`src/rtl/mtimer_if.sv`:
```
// Peripheral-bus port bundle for the machine timer: address, write data,
// strobes and registered-address read data.
interface mtimer_if;
  logic [4:0]  addr;
  logic [31:0] data_in;
  logic        write_en;
  logic        read_en;
  logic [31:0] data_out;

  modport master (output addr, data_in, write_en, read_en, input data_out);
  modport slave  (input addr, data_in, write_en, read_en, output data_out);
endinterface

```
`src/rtl/mtimer.sv`:
```
// RISC-V machine timer: prescaled 64-bit mtime, mtimecmp compare, and a
// registered level-sensitive interrupt request for mip.MTIP.
module mtimer #(
  parameter int          PRESCALE_W = 8,
  parameter logic [63:0] CMP_RESET  = 64'hFFFF_FFFF_FFFF_FFFF
) (
  input  logic   i_clk,
  input  logic   i_reset,
  mtimer_if.slave bus,
  output logic   o_intr_timer
);

  localparam logic [2:0] A_MTIME_LO = 3'd0;
  localparam logic [2:0] A_MTIME_HI = 3'd1;
  localparam logic [2:0] A_CMP_LO   = 3'd2;
  localparam logic [2:0] A_CMP_HI   = 3'd3;
  localparam logic [2:0] A_CTRL     = 3'd4;
  localparam logic [2:0] A_STATUS   = 3'd5;

  logic [63:0]           r_mtime;
  logic [63:0]           r_mtimecmp;
  logic                  r_en;
  logic [PRESCALE_W-1:0] r_div;
  logic [PRESCALE_W-1:0] r_cnt;
  logic [31:0]           r_snap;
  logic [2:0]            r_addr_q;
  logic                  r_intr;

  logic [2:0]  w_sel;
  logic        w_wr_lo, w_wr_hi, w_wr_cmp_lo, w_wr_cmp_hi, w_wr_ctrl;
  logic        w_tick;
  logic        w_match;
  logic [31:0] w_ctrl;
  logic        w_unused;

  // Byte-lane bits carry no meaning for word registers.
  assign w_unused = &{1'b0, bus.addr[1:0]};

  assign w_sel       = bus.addr[4:2];
  assign w_wr_lo     = bus.write_en && (w_sel == A_MTIME_LO);
  assign w_wr_hi     = bus.write_en && (w_sel == A_MTIME_HI);
  assign w_wr_cmp_lo = bus.write_en && (w_sel == A_CMP_LO);
  assign w_wr_cmp_hi = bus.write_en && (w_sel == A_CMP_HI);
  assign w_wr_ctrl   = bus.write_en && (w_sel == A_CTRL);

  assign w_tick  = r_en && (r_cnt == r_div);
  assign w_match = (r_mtime >= r_mtimecmp);

  always_comb begin
    w_ctrl                 = '0;
    w_ctrl[8 +: PRESCALE_W] = r_div;
    w_ctrl[0]              = r_en;
  end

  always_ff @(posedge i_clk) begin
    if (i_reset) begin
      r_mtime    <= '0;
      r_mtimecmp <= CMP_RESET;
      r_en       <= 1'b0;
      r_div      <= '0;
      r_cnt      <= '0;
      r_snap     <= '0;
      r_addr_q   <= '0;
      r_intr     <= 1'b0;
    end else begin
      r_addr_q <= w_sel;
      r_intr   <= w_match & r_en;

      // LO read latches HI so a following HI read is coherent with it.
      if (bus.read_en && (w_sel == A_MTIME_LO))
        r_snap <= r_mtime[63:32];

      // A software write wins over a same-cycle tick; the tick is dropped.
      if (w_wr_lo)
        r_mtime[31:0] <= bus.data_in;
      else if (w_wr_hi)
        r_mtime[63:32] <= bus.data_in;
      else if (w_tick)
        r_mtime <= r_mtime + 64'd1;

      if (w_wr_cmp_lo) r_mtimecmp[31:0]  <= bus.data_in;
      if (w_wr_cmp_hi) r_mtimecmp[63:32] <= bus.data_in;

      if (w_wr_ctrl) begin
        r_en  <= bus.data_in[0];
        r_div <= bus.data_in[8 +: PRESCALE_W];
        r_cnt <= '0;
      end else if (!r_en || w_tick) begin
        r_cnt <= '0;
      end else begin
        r_cnt <= r_cnt + 1'b1;
      end
    end
  end

  always_comb begin
    bus.data_out = '0;
    case (r_addr_q)
      A_MTIME_LO: bus.data_out = r_mtime[31:0];
      A_MTIME_HI: bus.data_out = r_snap;
      A_CMP_LO:   bus.data_out = r_mtimecmp[31:0];
      A_CMP_HI:   bus.data_out = r_mtimecmp[63:32];
      A_CTRL:     bus.data_out = w_ctrl;
      A_STATUS:   bus.data_out = {31'b0, w_match};
      default:    bus.data_out = '0;
    endcase
  end

  assign o_intr_timer = r_intr;

endmodule

```
`src/flat_wrapper.sv`:
```
// flat-port wrapper written by rule: the top's interface ports become plain ports
module mtimer_flat 
#(
  parameter int          PRESCALE_W = 8,
  parameter logic [63:0] CMP_RESET  = 64'hFFFF_FFFF_FFFF_FFFF
)
  (i_clk, i_reset, o_intr_timer, bus_addr, bus_data_in, bus_write_en, bus_read_en, bus_data_out);
  mtimer_if bus_i ();
  input  logic i_clk;
  input  logic i_reset;
  output logic o_intr_timer;
  input wire logic [$bits(bus_i.addr)-1:0] bus_addr;
  input wire logic [$bits(bus_i.data_in)-1:0] bus_data_in;
  input wire logic [$bits(bus_i.write_en)-1:0] bus_write_en;
  input wire logic [$bits(bus_i.read_en)-1:0] bus_read_en;
  output wire logic [$bits(bus_i.data_out)-1:0] bus_data_out;
  assign bus_i.addr = bus_addr;
  assign bus_i.data_in = bus_data_in;
  assign bus_i.write_en = bus_write_en;
  assign bus_i.read_en = bus_read_en;
  assign bus_data_out = bus_i.data_out;
  mtimer #(.PRESCALE_W(PRESCALE_W), .CMP_RESET(CMP_RESET)) u_core (.i_clk(i_clk), .i_reset(i_reset), .bus(bus_i), .o_intr_timer(o_intr_timer));
endmodule
```
`config.mk`:
```
export PLATFORM = sky130hd
export DESIGN_NAME = mtimer_flat
export DESIGN_NICKNAME = d
export VERILOG_FILES = /design/src/rtl/mtimer_if.sv /design/src/rtl/mtimer.sv /design/src/flat_wrapper.sv
export SDC_FILE = /design/constraint.sdc
export NUM_CORES = 1
export LEC_CHECK = 0
export CAP_MARGIN = 20
export CORE_UTILIZATION = 29
export CTS_BUF_LIST = sky130_fd_sc_hd__clkbuf_16
export DETAILED_ROUTE_END_ITERATION = 16
export PLACE_DENSITY_LB_ADDON = 0.2
export RECOVER_POWER = 25
export SLEW_MARGIN = 20
export SYNTH_ARGS = -nofsm -noshare
export SYNTH_HDL_FRONTEND = slang
export SYNTH_SLANG_ARGS = --single-unit
```
`constraint.sdc`:
```
create_clock -name i_clk -period 2.8 [get_ports i_clk]
set_clock_uncertainty 0.15 [all_clocks]
set_input_delay 0.28 -clock i_clk [delete_from_list [all_inputs] [get_ports i_clk]]
set_output_delay 0.28 -clock i_clk [all_outputs]
set_load 0.1 [all_outputs]
```
==> results of run 1 <==
==> power by group through the flow <==
stage          registers [mW]  logic (mW)  clock network (mW)
2_1_floorplan            2.77       0.642                   0
3_3_place_gp             2.76        1.21                   0
3_5_place_dp             2.76        1.22                   0
4_1_cts                  2.70        1.23                2.56
5_1_grt                  2.71        1.30                2.69
6_report                 2.71        1.23                2.53
==> worst max path at each step <==
stage,startpoint,to,slack [ns],cells past startpoint
floorplan,u_core.r_addr_q[2]$_SDFF_PP0_,bus_data_out[10],-0.31,5
global placement,u_core.r_mtimecmp[63]$_SDFFE_PP1P_,bus_data_out[0],-0.16,10
detailed placement,u_core.r_mtimecmp[63]$_SDFFE_PP1P_,bus_data_out[0],-0.28,10
CTS,u_core.r_mtimecmp[35]$_SDFFE_PP1P_,bus_data_out[0],-0.33,11
global route,u_core.r_mtimecmp[7]$_SDFFE_PP1P_,bus_data_out[0],-0.45,10
finish,u_core.r_mtimecmp[19]$_SDFFE_PP1P_,bus_data_out[0],-0.36,11
==> synthesized netlist by cell type (all sizes together) (10+ instances only) <==
cell    number
nor3        23
a22oi       21
buf         20
ha          66
inv         72
and2        15
a21oi      119
a211oi      18
nand3       36
and3        22
and4        12
mux2i       17
dfxtp      181
o211ai      71
nor2        61
nor4        11
a221o       23
o21ai       48
xnor2       10
o22ai       15
nand4       34
o31ai       14
a22o        26
nand2      251
a31oi       10
clkbuf      70
==> flip-flops by register name, summed over array words and instances (netlist names) <==
| name | cells |
|---|---|
| u_core.r_addr_q | 3 |
| u_core.r_snap | 32 |
| u_core.r_mtime | 64 |
| u_core.r_div | 8 |
| u_core.r_cnt | 8 |
| u_core.o_intr_timer | 1 |
| u_core.r_en | 1 |
| u_core.r_mtimecmp | 64 |
==> worst max-delay path: stages, from the launching register on <==
cell,delay (ns)
sky130_fd_sc_hd__dfxtp_1,0.37
sky130_fd_sc_hd__inv_1,0.08
sky130_fd_sc_hd__ha_1,0.33
sky130_fd_sc_hd__a21oi_1,0.13
sky130_fd_sc_hd__o21ai_0,0.11
sky130_fd_sc_hd__buf_4,0.17
sky130_fd_sc_hd__a211oi_2,0.23
sky130_fd_sc_hd__o22ai_2,0.11
sky130_fd_sc_hd__a311oi_1,0.27
sky130_fd_sc_hd__buf_4,0.19
sky130_fd_sc_hd__o31ai_4,0.09
sky130_fd_sc_hd__buf_12,0.18
==> cells by family (layout without fill, tap and decap cells) <==
| kind of cell | count (synthesis) | in the layout | synth area share (%) |
|---|---|---|---|
| flops | 181 | 181 | 33.7 |
| xor+xnor | 16 | 16 | 1.30 |
| mux | 18 | 18 | 1.69 |
| fa+ha+maj | 66 | 66 | 7.68 |
| buf+inv | 162 | 351 | 5.89 |
| simple gates | 504 | 504 | 23.1 |
| compound gates | 418 | 418 | 26.7 |
==> metal layers <==
| layer | part of all wire (%) | up-vias |
|---|---|---|
| met5 | 0 | - |
| met4 | 3.0 | 0 |
| met3 | 5.1 | 69 |
| met2 | 46 | 327 |
| met1 | 46 | 5423 |
| li1 | - | 5387 |
==> final cells by class <==
class / instances / area (um2)
clock buffer: 17 / 425
sequential: 181 / 3630
timing repair buffer: 247 / 2430
fill: 3662 / 22200
clock inverter: 15 / 160
tap: 468 / 586
inverter: 72 / 270
multi-input combinational: 1022 / 6770
==> per-stage QoR <==
stage / instances / power [mW] / setup TNS [ns] / setup slack (ns) / utilization [%]
2_1_floorplan: 1365 / 3.41 / -0.984 / -0.311 / -
3_3_place_gp: 1985 / 3.97 / -0.165 / -0.165 / 36.9
3_5_place_dp: 1985 / 3.98 / -0.275 / -0.275 / 36.9
4_1_cts: 2021 / 6.49 / -0.328 / -0.328 / 39.1
5_1_grt: 2022 / 6.70 / -1.52 / -0.446 / 39.1
6_report: 2022 / 6.46 / -0.494 / -0.355 / 39.1
==> what timing repair did <==
action                                 CTS  global route
hold buffers                             1             0
gates resized for setup                 38            10
setup buffers                            3             1
endpoints found under the hold margin    9             0
setup endpoints to repair                1             4
pin swaps                               11             2
gates cloned                             0             0
==> results.toml, run 1 <==
[logic_synthesis]
yosys.area.top_type_share_pct = 33.7
postSynthCellCount = 1365
synth.yosys.seq_area_share_pct = 33.7
ys.flop_type = "sky130_fd_sc_hd__dfxtp_1"
post_synth.cell_area_avg_um2 = 7.88
syn-cell-area_um2 = 10800
yosys.area.top_type = "sky130_fd_sc_hd__dfxtp_1"
postSynth.asyncResetShare_pct = 0
ys_types = 71
synth_edf_count = 0
synth_fp_nets = 1472
ys_ff_latch = 181
synth_top_cells_by_area = "sky130_fd_sc_hd__dfxtp_1, sky130_fd_sc_hd__nand2_1, sky130_fd_sc_hd__ha_1"
yosysWarnings = 0

[timing]
setup_viol_count_final = 6
fin_worst_hold_slack_ns = 0.305
finalCriticalPeriod_ns = 3.16
post-route-period-util_pct = 113
final-max-slew-violation-count = 0
worstMarginPinSlew_ns = 1.16
highest_attainable_clock_frequency_mhz = 317
grt_setup_unrepaired = "yes"
postLayoutSetupSlackWorst_ns = -0.355
final_hold_viol_count = 0
max-slew-margin-rel_pct = 23.1

[pwr]
netSwitchingFraction_pct = 32.1
total_switching_power_mw = 2.08
pwr-share-seq_pct = 41.9
clkPwrFrac_pct = 39.1
comb_power_share_pct = 19.0
internal_power_mw = 4.38
power.static_leakage_nw = 5.85
power.density_cell_area_nw_per_um2 = 453
vdd_drop_max_mv = 0.448

[floorplanning]
io_pins = 74
starting_density_pct = 29.4
fp.dieArea_um2 = 37800
num_rows = 70
core_region_area_um2 = 36500
die-height_um = 195
die_width_um = 195

[global_routing]
antenna_found_initial = 0
grt_max_degree = 64
grt_pass1_wl_mm = 64.7
track_usage_pct = 22.6
gr-total-overflow = 0
grt_pass1_vias = 10486
global_route.usage.met1_pct = 30.5
global_route.peak_usage_layer = "met2"
grt_use_met3_pct = 3.66
globalRouteMet2Util_pct = 35.9

[place]
gp_congestion = 0.887
detailed_place.area_um2 = 13500
hpwl_mm = 31.3
port-buffer-count = 71

[run_status]
run_status = "finished, violations left"
violations = "setup timing"

[critical_path]
rr_worst_depth = 9
worst_setup_path_end_kind = "output port"
timing.critical_path.arrival_ns = 2.73
setup.worst_path.start_class = "flop"
r2r_start = "u_core.r_mtime[0]$_SDFFE_PP0P_"
timing.critical_path.fanout_max = 3
r2r_end = "u_core.r_mtime[14]$_SDFFE_PP0P_"
crit_required_ns = 2.37
critical_path_class = "flop to output port"
reg2reg_slack_ns = 0.08

[routing]
route.vias.total = 11206
first_iter_violations = 911
routed_wire_length_per_instance_um = 21.1
drt-total-wl_mm = 42.7
drt_pre_antenna_iters = 11
ant_nets = 0
route.detailed.drc = 0
post_drt_via_cell_ratio = 5.54

[worst_hold_path]
min_path_type = "flop to flop"
timing.hold.worst_endpoint = "u_core.r_snap[4]$_SDFFE_PP0P_"
hold_path.startpoint = "u_core.r_snap[4]$_SDFFE_PP0P_"
timing.hold.worst_path_depth = 2

[cells_and_area]
summed_area_of_non_filler_cells_in_the_final_layout_um2 = 14300
fraction_of_final_layout_cells_with_drive_strength_greater_than_1_pct = 20.3
areaGrowthSynthToFinish_pct = 32.8
nets = 1648
layout.cells.most_common_list = "sky130_fd_sc_hd__nand2_1, sky130_fd_sc_hd__dfxtp_1, sky130_fd_sc_hd__buf_4, sky130_fd_sc_hd__a21oi_1, sky130_fd_sc_hd__o211ai_1"
final_common_cell = "sky130_fd_sc_hd__nand2_1"
total_inserted_antenna_cells = 0

[cts]
root_buffer = "sky130_fd_sc_hd__clkbuf_16"
cts_max_path_buffers = 2
cts.sinks = 181
worstSkewPairLatency_ns = 0.46
cts.reportedPaths.clkPinSlew_ns = 0.08
cts_tree = "built"
cts_htree_levels = 4
cts_made_buffers = 17

[run]
max_cap_viol_count = 0
(Power assumes the default switching activity.)
==> run 2, diff against run 1 <==
--- a/config.mk
+++ b/config.mk
@@ -5,7 +5,7 @@
 export SDC_FILE = /design/constraint.sdc
 export NUM_CORES = 1
 export LEC_CHECK = 0
-export CAP_MARGIN = 20
+export CAP_MARGIN = 5
 export CORE_UTILIZATION = 29
 export CTS_BUF_LIST = sky130_fd_sc_hd__clkbuf_16
 export DETAILED_ROUTE_END_ITERATION = 16
==> results of run 2 <==
No change in the layout: final DEF, timing and power equal those of run 1.
==> run 3, diff against run 2 <==
--- a/config.mk
+++ b/config.mk
@@ -5,7 +5,6 @@
 export SDC_FILE = /design/constraint.sdc
 export NUM_CORES = 1
 export LEC_CHECK = 0
-export CAP_MARGIN = 5
 export CORE_UTILIZATION = 29
 export CTS_BUF_LIST = sky130_fd_sc_hd__clkbuf_16
 export DETAILED_ROUTE_END_ITERATION = 16
==> results of run 3 <==
No change in the layout: final DEF, timing and power equal those of run 1.
